[src/rtl/icache_mem_responder.sv]
// Instruction-fetch responder: accepts fetch pcs, issues line reads to an in-order memory port
// and returns {pc, line}, with credit-limited outstanding work and flush-driven response dropping.
package len5_pkg;
  localparam int unsigned XLEN = 32;
  localparam int unsigned ICACHE_LINE_W = 128;

  typedef struct packed {
    logic [XLEN-1:0]          pc;
    logic [ICACHE_LINE_W-1:0] line;
  } icache_out_t;
endpackage

module icache_mem_responder #(
  parameter int unsigned DEPTH  = 2,
  parameter int unsigned LINE_W = 128,
  parameter int unsigned XLEN   = len5_pkg::XLEN
) (
  input  logic                  clk_i,
  input  logic                  rst_i,
  input  logic                  flush_i,
  input  logic [XLEN-1:0]       addr_i,
  input  logic                  addr_valid_i,
  output logic                  addr_ready_o,
  output len5_pkg::icache_out_t data_o,
  output logic                  data_valid_o,
  input  logic                  data_ready_i,
  output logic                  mem_req_o,
  output logic [XLEN-1:0]       mem_addr_o,
  input  logic                  mem_gnt_i,
  input  logic                  mem_rvalid_i,
  input  logic [LINE_W-1:0]     mem_rdata_i
);

  localparam int unsigned CntW = $clog2(DEPTH + 1);
  localparam int unsigned SumW = CntW + 2;
  localparam int unsigned PtrW = (DEPTH > 1) ? $clog2(DEPTH) : 1;
  localparam int unsigned OffW = $clog2(LINE_W / 8);

  logic [XLEN-1:0]   pc_mem_q   [DEPTH];
  logic [XLEN-1:0]   resp_pc_q  [DEPTH];
  logic [LINE_W-1:0] resp_line_q[DEPTH];

  logic [PtrW-1:0] pc_wr_q, pc_wr_d, pc_rd_q, pc_rd_d;
  logic [PtrW-1:0] rs_wr_q, rs_wr_d, rs_rd_q, rs_rd_d;
  logic [CntW-1:0] inflight_q, inflight_d, buffered_q, buffered_d, drop_cnt_q, drop_cnt_d;

  logic [SumW-1:0] total;
  logic            credit, pc_push, pc_pop, rs_push, rs_pop, drop_hit, rvalid_known;

  function automatic logic [PtrW-1:0] ptr_inc(input logic [PtrW-1:0] p);
    return (p == PtrW'(DEPTH - 1)) ? '0 : p + 1'b1;
  endfunction

  assign total = SumW'(inflight_q) + SumW'(buffered_q) + SumW'(drop_cnt_q);
  assign credit = total < SumW'(DEPTH);

  assign mem_req_o    = addr_valid_i & credit & ~flush_i & ~rst_i;
  assign mem_addr_o   = {addr_i[XLEN-1:OffW], {OffW{1'b0}}};
  assign addr_ready_o = mem_req_o & mem_gnt_i;

  // Stale responses are consumed first; an rvalid with nothing outstanding is ignored.
  assign rvalid_known = mem_rvalid_i & ((drop_cnt_q != '0) | (inflight_q != '0));
  assign drop_hit     = mem_rvalid_i & (drop_cnt_q != '0);
  assign pc_push      = addr_ready_o;
  assign pc_pop       = mem_rvalid_i & (drop_cnt_q == '0) & (inflight_q != '0);
  assign rs_push      = pc_pop & ~flush_i;
  assign rs_pop       = data_valid_o & data_ready_i;

  assign data_valid_o = buffered_q != '0;
  assign data_o.pc    = resp_pc_q[rs_rd_q];
  assign data_o.line  = resp_line_q[rs_rd_q];

  always_comb begin
    pc_wr_d    = pc_push ? ptr_inc(pc_wr_q) : pc_wr_q;
    pc_rd_d    = pc_pop ? ptr_inc(pc_rd_q) : pc_rd_q;
    rs_wr_d    = rs_push ? ptr_inc(rs_wr_q) : rs_wr_q;
    rs_rd_d    = rs_pop ? ptr_inc(rs_rd_q) : rs_rd_q;
    inflight_d = inflight_q + CntW'(pc_push) - CntW'(pc_pop);
    buffered_d = buffered_q + CntW'(rs_push) - CntW'(rs_pop);
    drop_cnt_d = drop_cnt_q - CntW'(drop_hit);
    if (flush_i) begin
      pc_wr_d    = '0;
      pc_rd_d    = '0;
      rs_wr_d    = '0;
      rs_rd_d    = '0;
      inflight_d = '0;
      buffered_d = '0;
      drop_cnt_d = drop_cnt_q + inflight_q - CntW'(rvalid_known);
    end
  end

  always_ff @(posedge clk_i) begin
    if (rst_i) begin
      pc_wr_q    <= '0;
      pc_rd_q    <= '0;
      rs_wr_q    <= '0;
      rs_rd_q    <= '0;
      inflight_q <= '0;
      buffered_q <= '0;
      drop_cnt_q <= '0;
      for (int i = 0; i < int'(DEPTH); i++) begin
        pc_mem_q[i]    <= '0;
        resp_pc_q[i]   <= '0;
        resp_line_q[i] <= '0;
      end
    end else begin
      pc_wr_q    <= pc_wr_d;
      pc_rd_q    <= pc_rd_d;
      rs_wr_q    <= rs_wr_d;
      rs_rd_q    <= rs_rd_d;
      inflight_q <= inflight_d;
      buffered_q <= buffered_d;
      drop_cnt_q <= drop_cnt_d;
      if (pc_push) pc_mem_q[pc_wr_q] <= addr_i;
      if (rs_push) begin
        resp_pc_q[rs_wr_q]   <= pc_mem_q[pc_rd_q];
        resp_line_q[rs_wr_q] <= mem_rdata_i;
      end
    end
  end

  assert property (@(posedge clk_i) disable iff (rst_i)
    mem_rvalid_i |-> ((inflight_q != '0) || (drop_cnt_q != '0)));
  assert property (@(posedge clk_i) disable iff (rst_i) total <= SumW'(DEPTH));

endmodule

[config.mk]
export PLATFORM = sky130hd
export DESIGN_NAME = icache_mem_responder
export DESIGN_NICKNAME = d
export VERILOG_FILES = /design/src/rtl/icache_mem_responder.sv
export SDC_FILE = /design/constraint.sdc
export NUM_CORES = 1
export LEC_CHECK = 0
export ABC_AREA = 1
export ABC_CLOCK_PERIOD_IN_PS = 7600
export CAP_MARGIN = 0
export CORE_MARGIN = 2
export CORE_UTILIZATION = 60
export DETAILED_ROUTE_END_ITERATION = 10
export DONT_BUFFER_PORTS = 1
export PLACE_DENSITY = 0.72
export SLEW_MARGIN = 20
export SYNTH_ARGS = -nofsm -noshare
export SYNTH_HDL_FRONTEND = slang
export SYNTH_SLANG_ARGS = --single-unit
[constraint.sdc]
create_clock -name clk_i -period 7.6 [get_ports clk_i]
set_input_delay 1.52 -clock clk_i [delete_from_list [all_inputs] [get_ports clk_i]]
set_output_delay 1.52 -clock clk_i [all_outputs]
set_load 0.03 [all_outputs]
==> impl_metrics.csv, run 1 <==
group,metric,value,unit
min_path,hold_path_depth,1,
timing,tns,0,ns
power_and_ir_drop,peakVddDrop,0.185,mV
critical_path,reg2reg_slack,4.09,ns
place,dpl-instance-area,17300,µm²
timing,fin_crit_sh,0.539,
clock_tree,path_clk_slew,0.06,ns
finish,fill_cells,2100,
global_route,grt_pass1_wl,49400,µm
yosys,ys_types,28,
yosys,ys_seq_area_frac,0.683,
global_route,grtUsageTotal,0.212,
clock_tree,htreeDepth,2,
critical_path,worstSetupEndpointType,"output pin",
yosys,yosysWarnings,0,
global_route,grt_overflow,0,
die,rows,62,
global_route,antenna_found_initial,1,
finish,seqCellArea,11800,µm²
finish,stdcell_area,18600,µm²
route,dr.pass1.iters,8,
critical_path,cp_data_arrival_time,2.57,ns
global_route,grt_pass1_vias,8962,
power_and_ir_drop,cellPowerDensity,247,nW/µm²
die,die_h,174,µm
clock_tree,tritoncts,"built",
route,post_drt_wl_per_cell,19.3,µm
clock_tree,hold_buffers,0,
timing,fmax,244,MHz
timing,worstMarginPinSlew,1.13,ns
critical_path,r2r-end,"pc_mem_q[1][17]$_SDFFCE_PN0P_",
route,totalWireLength,32700,µm
die,start_util,0.606,
critical_path,r2r_start,"inflight_q[1]$_SDFF_PP0_",
critical_path,start_kind,"register",
critical_path,crit_type,"register to output pin",
timing,hold-worst-slack,0.456,ns
finish,final_layout_size_suffix_gt1_frac,0.243,
route,drcViolationCount,0,
place,io_buffers,0,
die,die_w,174,µm
yosys,synth_area,17200,µm²
finish,fin_cells,1695,
yosys,syn_area_per_cell,13.1,µm²
die,ios,362,
die,core,28500,µm²
timing,slew_headroom,0.247,
global_route,grt_max_degree,101,
die,die_area,30100,µm²
yosys,ys_ff_latch,396,
timing,min_period,4.09,ns
finish,fin_util,0.652,
min_path,hp-class,"register to register",
timing,slew_viol_final,0,
run_status,status,"finished clean",
yosys,synth_area_leaders,"edfxtp_1 (67%), mux2_2 (10%), nor2_1 (6.7%)",
critical_path,cp-endpoint,"addr_ready_o",
critical_path,critical_path.max_fanout,5,
critical_path,reg2regPathDepth,10,
place,gp_congestion,0.783,
finish,area_growth,7.69,%
timing,setup_violations,0,
route,via_count,9015,
clock_tree,root_buffer,"clkbuf_16",
clock_tree,clock-sinks,396,
yosys,syn_inst,1319,
finish,num-nets-final,1457,
place,placed_cells,1622,
clock_tree,insertion_delay,0.52,ns
job,cap_violations,0,
yosys,synth_top_area_share,0.669,
timing,clock_skew,0.0111,ns
yosys,yosysTopAreaCell,"edfxtp_1",
timing,hold_viol,0,
finish,multi_input_area,4260,µm²
place,dpl.hpwl,20200,µm
route,vias_per_cell,5.32,
critical_path,startpoint,"inflight_q[1]$_SDFF_PP0_",
timing,rsz0062_at_grt,"no",
clock_tree,cts_resized,0,
route,drt_iter0_drc,658,
route,ant_nets,0,
power_and_ir_drop,p_leak,0.00743,µW
critical_path,critPathRequiredTime,6.08,ns
clock_tree,clk_path_buf_depth,3,
clock_tree,cts_made_buffers,41,
clock_tree,post-cts-setup-buffer-count,0,
worst min path at each step:
stage | startpoint | to
6_report | rs_rd_q$_SDFFE_PP0P_ | register
5_1_grt | rs_rd_q$_SDFFE_PP0P_ | register
4_1_cts | rs_rd_q$_SDFFE_PP0P_ | register
3_5_place_dp | rs_rd_q$_SDFFE_PP0P_ | register
3_3_place_gp | rs_rd_q$_SDFFE_PP0P_ | register
2_1_floorplan | rs_rd_q$_SDFFE_PP0P_ | register
Yosys cell counts (all sizes together):
library cell / n
a21oi: 10
nor2: 395
or2: 2
mux2i: 32
nand3: 3
mux2: 160
nand4: 1
edfxtp: 384
fa: 1
conb: 1
buf: 67
inv: 185
dfxtp: 12
a21o: 1
xor2: 3
xnor2: 2
o21ai: 4
nand2: 18
o21a: 3
ha: 8
clkbuf: 27
cell type report:
type,instances,share of cell area
tap,384,0.0259
timing repair buffer,10,0.00559
clock inverter,17,0.00680
antenna,1,0.000135
multi-input combinational,647,0.229
clock buffer,55,0.0609
inverter,185,0.0374
sequential,396,0.634
kinds of logic after synthesis:
family / after synthesis / synth area share
buf+inv: 279 / 0.0735
other cells: 1 / 0.000217
mux: 192 / 0.123
flops: 396 / 0.683
compound gates: 18 / 0.00580
xor+xnor: 5 / 0.00254
fa+ha+maj: 9 / 0.00697
simple gates: 419 / 0.105
metal layers:
layer / share of wire / global-route usage
met5: 0 / 0
met4: 0.031 / 0.0791
met3: 0.090 / 0.0689
met2: 0.49 / 0.342
met1: 0.39 / 0.271
placed cells by master (no fill, tap or decap), types with 2 or more instances in the layout:
cell	count
mux2i_1	32
edfxtp_1	384
buf_12	2
nand2_2	3
buf_4	7
o21ai_0	4
mux2_2	160
clkinv_1	10
bufinv_16	2
clkbuf_16	43
a21oi_1	10
inv_1	185
dfxtp_1	10
nand2_4	2
nor2_2	85
nand2_1	12
or2_2	2
ha_1	8
nand3_1	2
o21a_1	3
xnor2_1	2
xor2_1	3
conb_1	4
clkbuf_1	11
nor2_1	309
clkinv_2	4
sequential cells by signal (all words and copies together), names as in the netlist, named ones only:
signal and count:
rs_wr_q 1, buffered_q 2, pc_mem_q 64, pc_rd_q 1, resp_pc_q 64, drop_cnt_q 2
resp_line_q 256, pc_wr_q 1, inflight_q 2, rs_rd_q 1
through the flow:
step / setup slack (ns) / power, µW
6_report: 3.51 / 4590
5_1_grt: 3.37 / 4730
4_1_cts: 3.44 / 4620
3_5_place_dp: 3.20 / 2760
3_3_place_gp: 3.16 / 2760
2_1_floorplan: 1.34 / 2750
where the power goes:
part | internal, µW | total (µW) | switching (µW) | leakage (µW)
sequential | 2460 | 2480 | 19.4 | 0.00407
combinational | 48.6 | 230 | 181 | 0.00274
clock | 1110 | 1870 | 767 | 0.000614
total | 3620 | 4590 | 967 | 0.00743
worst max-delay path, cell delays in order, from the launching register on:
cell,delay (ns)
dfxtp_1,0.42
inv_1,0.09
fa_1,0.53
inv_1,0.04
ha_1,0.29
nor2_1,0.11
nand3_1,0.13
nor2_2,0.44
Note: power is estimated with default switching activity, not from simulation.
==> inputs of run 2 (changes only) <==
--- a/config.mk
+++ b/config.mk
@@ -6,7 +6,7 @@
 export NUM_CORES = 1
 export LEC_CHECK = 0
 export ABC_AREA = 1
-export ABC_CLOCK_PERIOD_IN_PS = 7600
+export ABC_CLOCK_PERIOD_IN_PS = 4300
 export CAP_MARGIN = 0
 export CORE_MARGIN = 2
 export CORE_UTILIZATION = 60
==> constraint.sdc (replaced) <==
create_clock -name clk_i -period 4.3 [get_ports clk_i]
set_input_delay 0.86 -clock clk_i [delete_from_list [all_inputs] [get_ports clk_i]]
set_output_delay 0.86 -clock clk_i [all_outputs]
set_load 0.03 [all_outputs]
==> run 2 against run 1 <==
Net effect:
- cell area is 0.59% higher
- sequential share of layout area shrank 0.37 points
- register-to-register slack worse by 3.1 ns
- sequential power up 77%
- combinational power grew 79%
- largest cell class unchanged
- highest routed layer unchanged
==> impl_metrics.csv, run 2 (same netlist as run 1, synthesis figures left out) <==
group,metric,value,unit
clock_tree,post-cts-setup-buffer-count,0,
timing,slew_viol_final,0,
global_route,grtUsageTotal,0.216,
die,rows,62,
critical_path,r2r_start,"inflight_q[1]$_SDFF_PP0_",
die,die_area,30100,µm²
place,io_buffers,0,
power_and_ir_drop,cellPowerDensity,440,nW/µm²
critical_path,reg2regPathDepth,11,
critical_path,worstSetupEndpointType,"output pin",
route,wl_met1,12900,µm
min_path,hold_start,"rs_rd_q$_SDFFE_PP0P_",
power_and_ir_drop,p_leak,0.00747,µW
finish,layout_common_cells,"edfxtp_1 (384), nor2_1 (309), inv_1 (185)",
finish,regMostFlops,"resp_line_q",
critical_path,r2r-end,"pc_mem_q[1][7]$_SDFFCE_PN0P_",
die,die_h,174,µm
route,totalWireLength,33100,µm
timing,setup_violations,0,
route,drt_iter0_drc,638,
clock_tree,tritoncts,"built",
min_path,hold_path_depth,1,
critical_path,slowest_stage,"fa_1",
clock_tree,hold_buffers,0,
timing,min_period,3.32,ns
clock_tree,cts_resized,0,
die,ios,362,
timing,fin_crit_sh,0.771,
route,dr.pass1.iters,5,
route,post_drt_wl_per_cell,19.5,µm
run_status,status,"finished clean",
global_route,grt_overflow,0,
clock_tree,root_buffer,"clkbuf_16",
route,via_count,9065,
clock_tree,clk_path_buf_depth,3,
timing,slew_headroom,0.315,
route,highest_layer,"met4",
place,dpl.hpwl,19900,µm
timing,rsz0062_at_grt,"no",
finish,stdcell_area,18700,µm²
critical_path,critical_path.max_fanout,5,
place,dpl-instance-area,17400,µm²
place,gp_congestion,0.780,
global_route,grt_pass1_wl,50300,µm
job,cap_violations,0,
clock_tree,cts_made_buffers,41,
critical_path,crit_top_cell,"inv_1",
timing,hold_viol,0,
timing,fmax,302,MHz
clock_tree,clock-sinks,396,
critical_path,reg2reg_slack,1.00,ns
finish,layout_commonest_cell,"edfxtp_1",
finish,num-nets-final,1458,
finish,largest_reg_flops,256,
critical_path,crit_type,"register to output pin",
global_route,grt_pass1_vias,9124,
critical_path,path_cells,"inv_1, fa_1, inv_1, ha_1, nor2_1, nand3_1, nor2_2, buf_4",
power_and_ir_drop,peakVddDrop,0.336,mV
timing,tns,0,ns
route,met3_length,2660,µm
die,core,28500,µm²
min_path,hp-class,"register to register",
finish,final_layout_size_suffix_gt1_frac,0.244,
critical_path,start_kind,"register",
timing,worstMarginPinSlew,1.03,ns
timing,clock_skew,0.0197,ns
critical_path,max_stage_delay,0.54,ns
clock_tree,insertion_delay,0.52,ns
finish,area_growth,8.32,%
die,start_util,0.606,
clock_tree,path_clk_slew,0.05,ns
clock_tree,htreeDepth,2,
route,ant_nets,0,
global_route,grt_max_degree,161,
finish,diodes,0,
route,wl_met2,16500,µm
die,die_w,174,µm
critical_path,critPathRequiredTime,3.44,ns
route,vias_per_cell,5.34,
global_route,antenna_found_initial,0,
route,drcViolationCount,0,
finish,reg_top3,"resp_line_q x256, pc_mem_q x64, resp_pc_q x64",
critical_path,cp_data_arrival_time,2.46,ns
-- run 2: cell types whose count changed in the layout (fill, tap and decap cells not counted), moves of 2 or more --
cell       delta
nand2_8       +2
clkinv_1      +2
buf_12        +3
bufinv_16     +2
nand2_4       -2
-- run 2: cell type report --
type / instances / area [µm²]
sequential: 396 / 11800
fill: 2098 / 9790
multi-input combinational: 647 / 4280
clock buffer: 53 / 1110
inverter: 185 / 694
tap: 384 / 480
clock inverter: 21 / 194
timing repair buffer: 11 / 145
-- run 2: worst max path at each step --
stage	from	to	slack (ns)	depth (start not counted)
after detailed placement	inflight_q[1]$_SDFF_PP0_	pc_mem_q[1][12]$_SDFFCE_PN0P_	1.02	11
after floorplan	mem_rvalid_i	resp_line_q[0][0]$_SDFFCE_PN0P_	0.30	8
after global routing	inflight_q[1]$_SDFF_PP0_	pc_mem_q[1][2]$_SDFFCE_PN0P_	0.75	11
after CTS	inflight_q[1]$_SDFF_PP0_	addr_ready_o	0.95	8
final	inflight_q[1]$_SDFF_PP0_	addr_ready_o	0.98	8
after global placement	inflight_q[1]$_SDFF_PP0_	pc_mem_q[1][12]$_SDFFCE_PN0P_	1.13	11
-- run 2: layer usage --
metal | GRT usage | up-vias
li1 | - | 4270
met1 | 0.268 | 4394
met2 | 0.368 | 340
met3 | 0.0592 | 61
met4 | 0.0734 | 0
met5 | 0 | -
-- run 2: critical path: cells and delay by family (launching register included) --
| kind | cells | cell delay (ns) |
|---|---|---|
| flops | 1 | 0.42 |
| simple gates | 3 | 0.36 |
| buf+inv | 3 | 0.33 |
| fa+ha+maj | 2 | 0.84 |
-- run 2: stage by stage --
stage                     setup slack (ns)  std cells  power, µW   util  hold WS, ns
after global placement                1.13       1623       4870  0.610        0.439
final                                0.984       1697       8230  0.656        0.477
after global routing                 0.747       1697       8490  0.656        0.489
after CTS                            0.948       1697       8300  0.656        0.466
after floorplan                      0.297       1322       4850      -        0.425
after detailed placement              1.02       1623       4890  0.610        0.447
-- run 2: power breakdown --
| part | switching, µW | internal [µW] |
|---|---|---|
| Sequential | 34.9 | 4360 |
| Clock | 1360 | 2060 |
| Combinational | 323 | 87.9 |
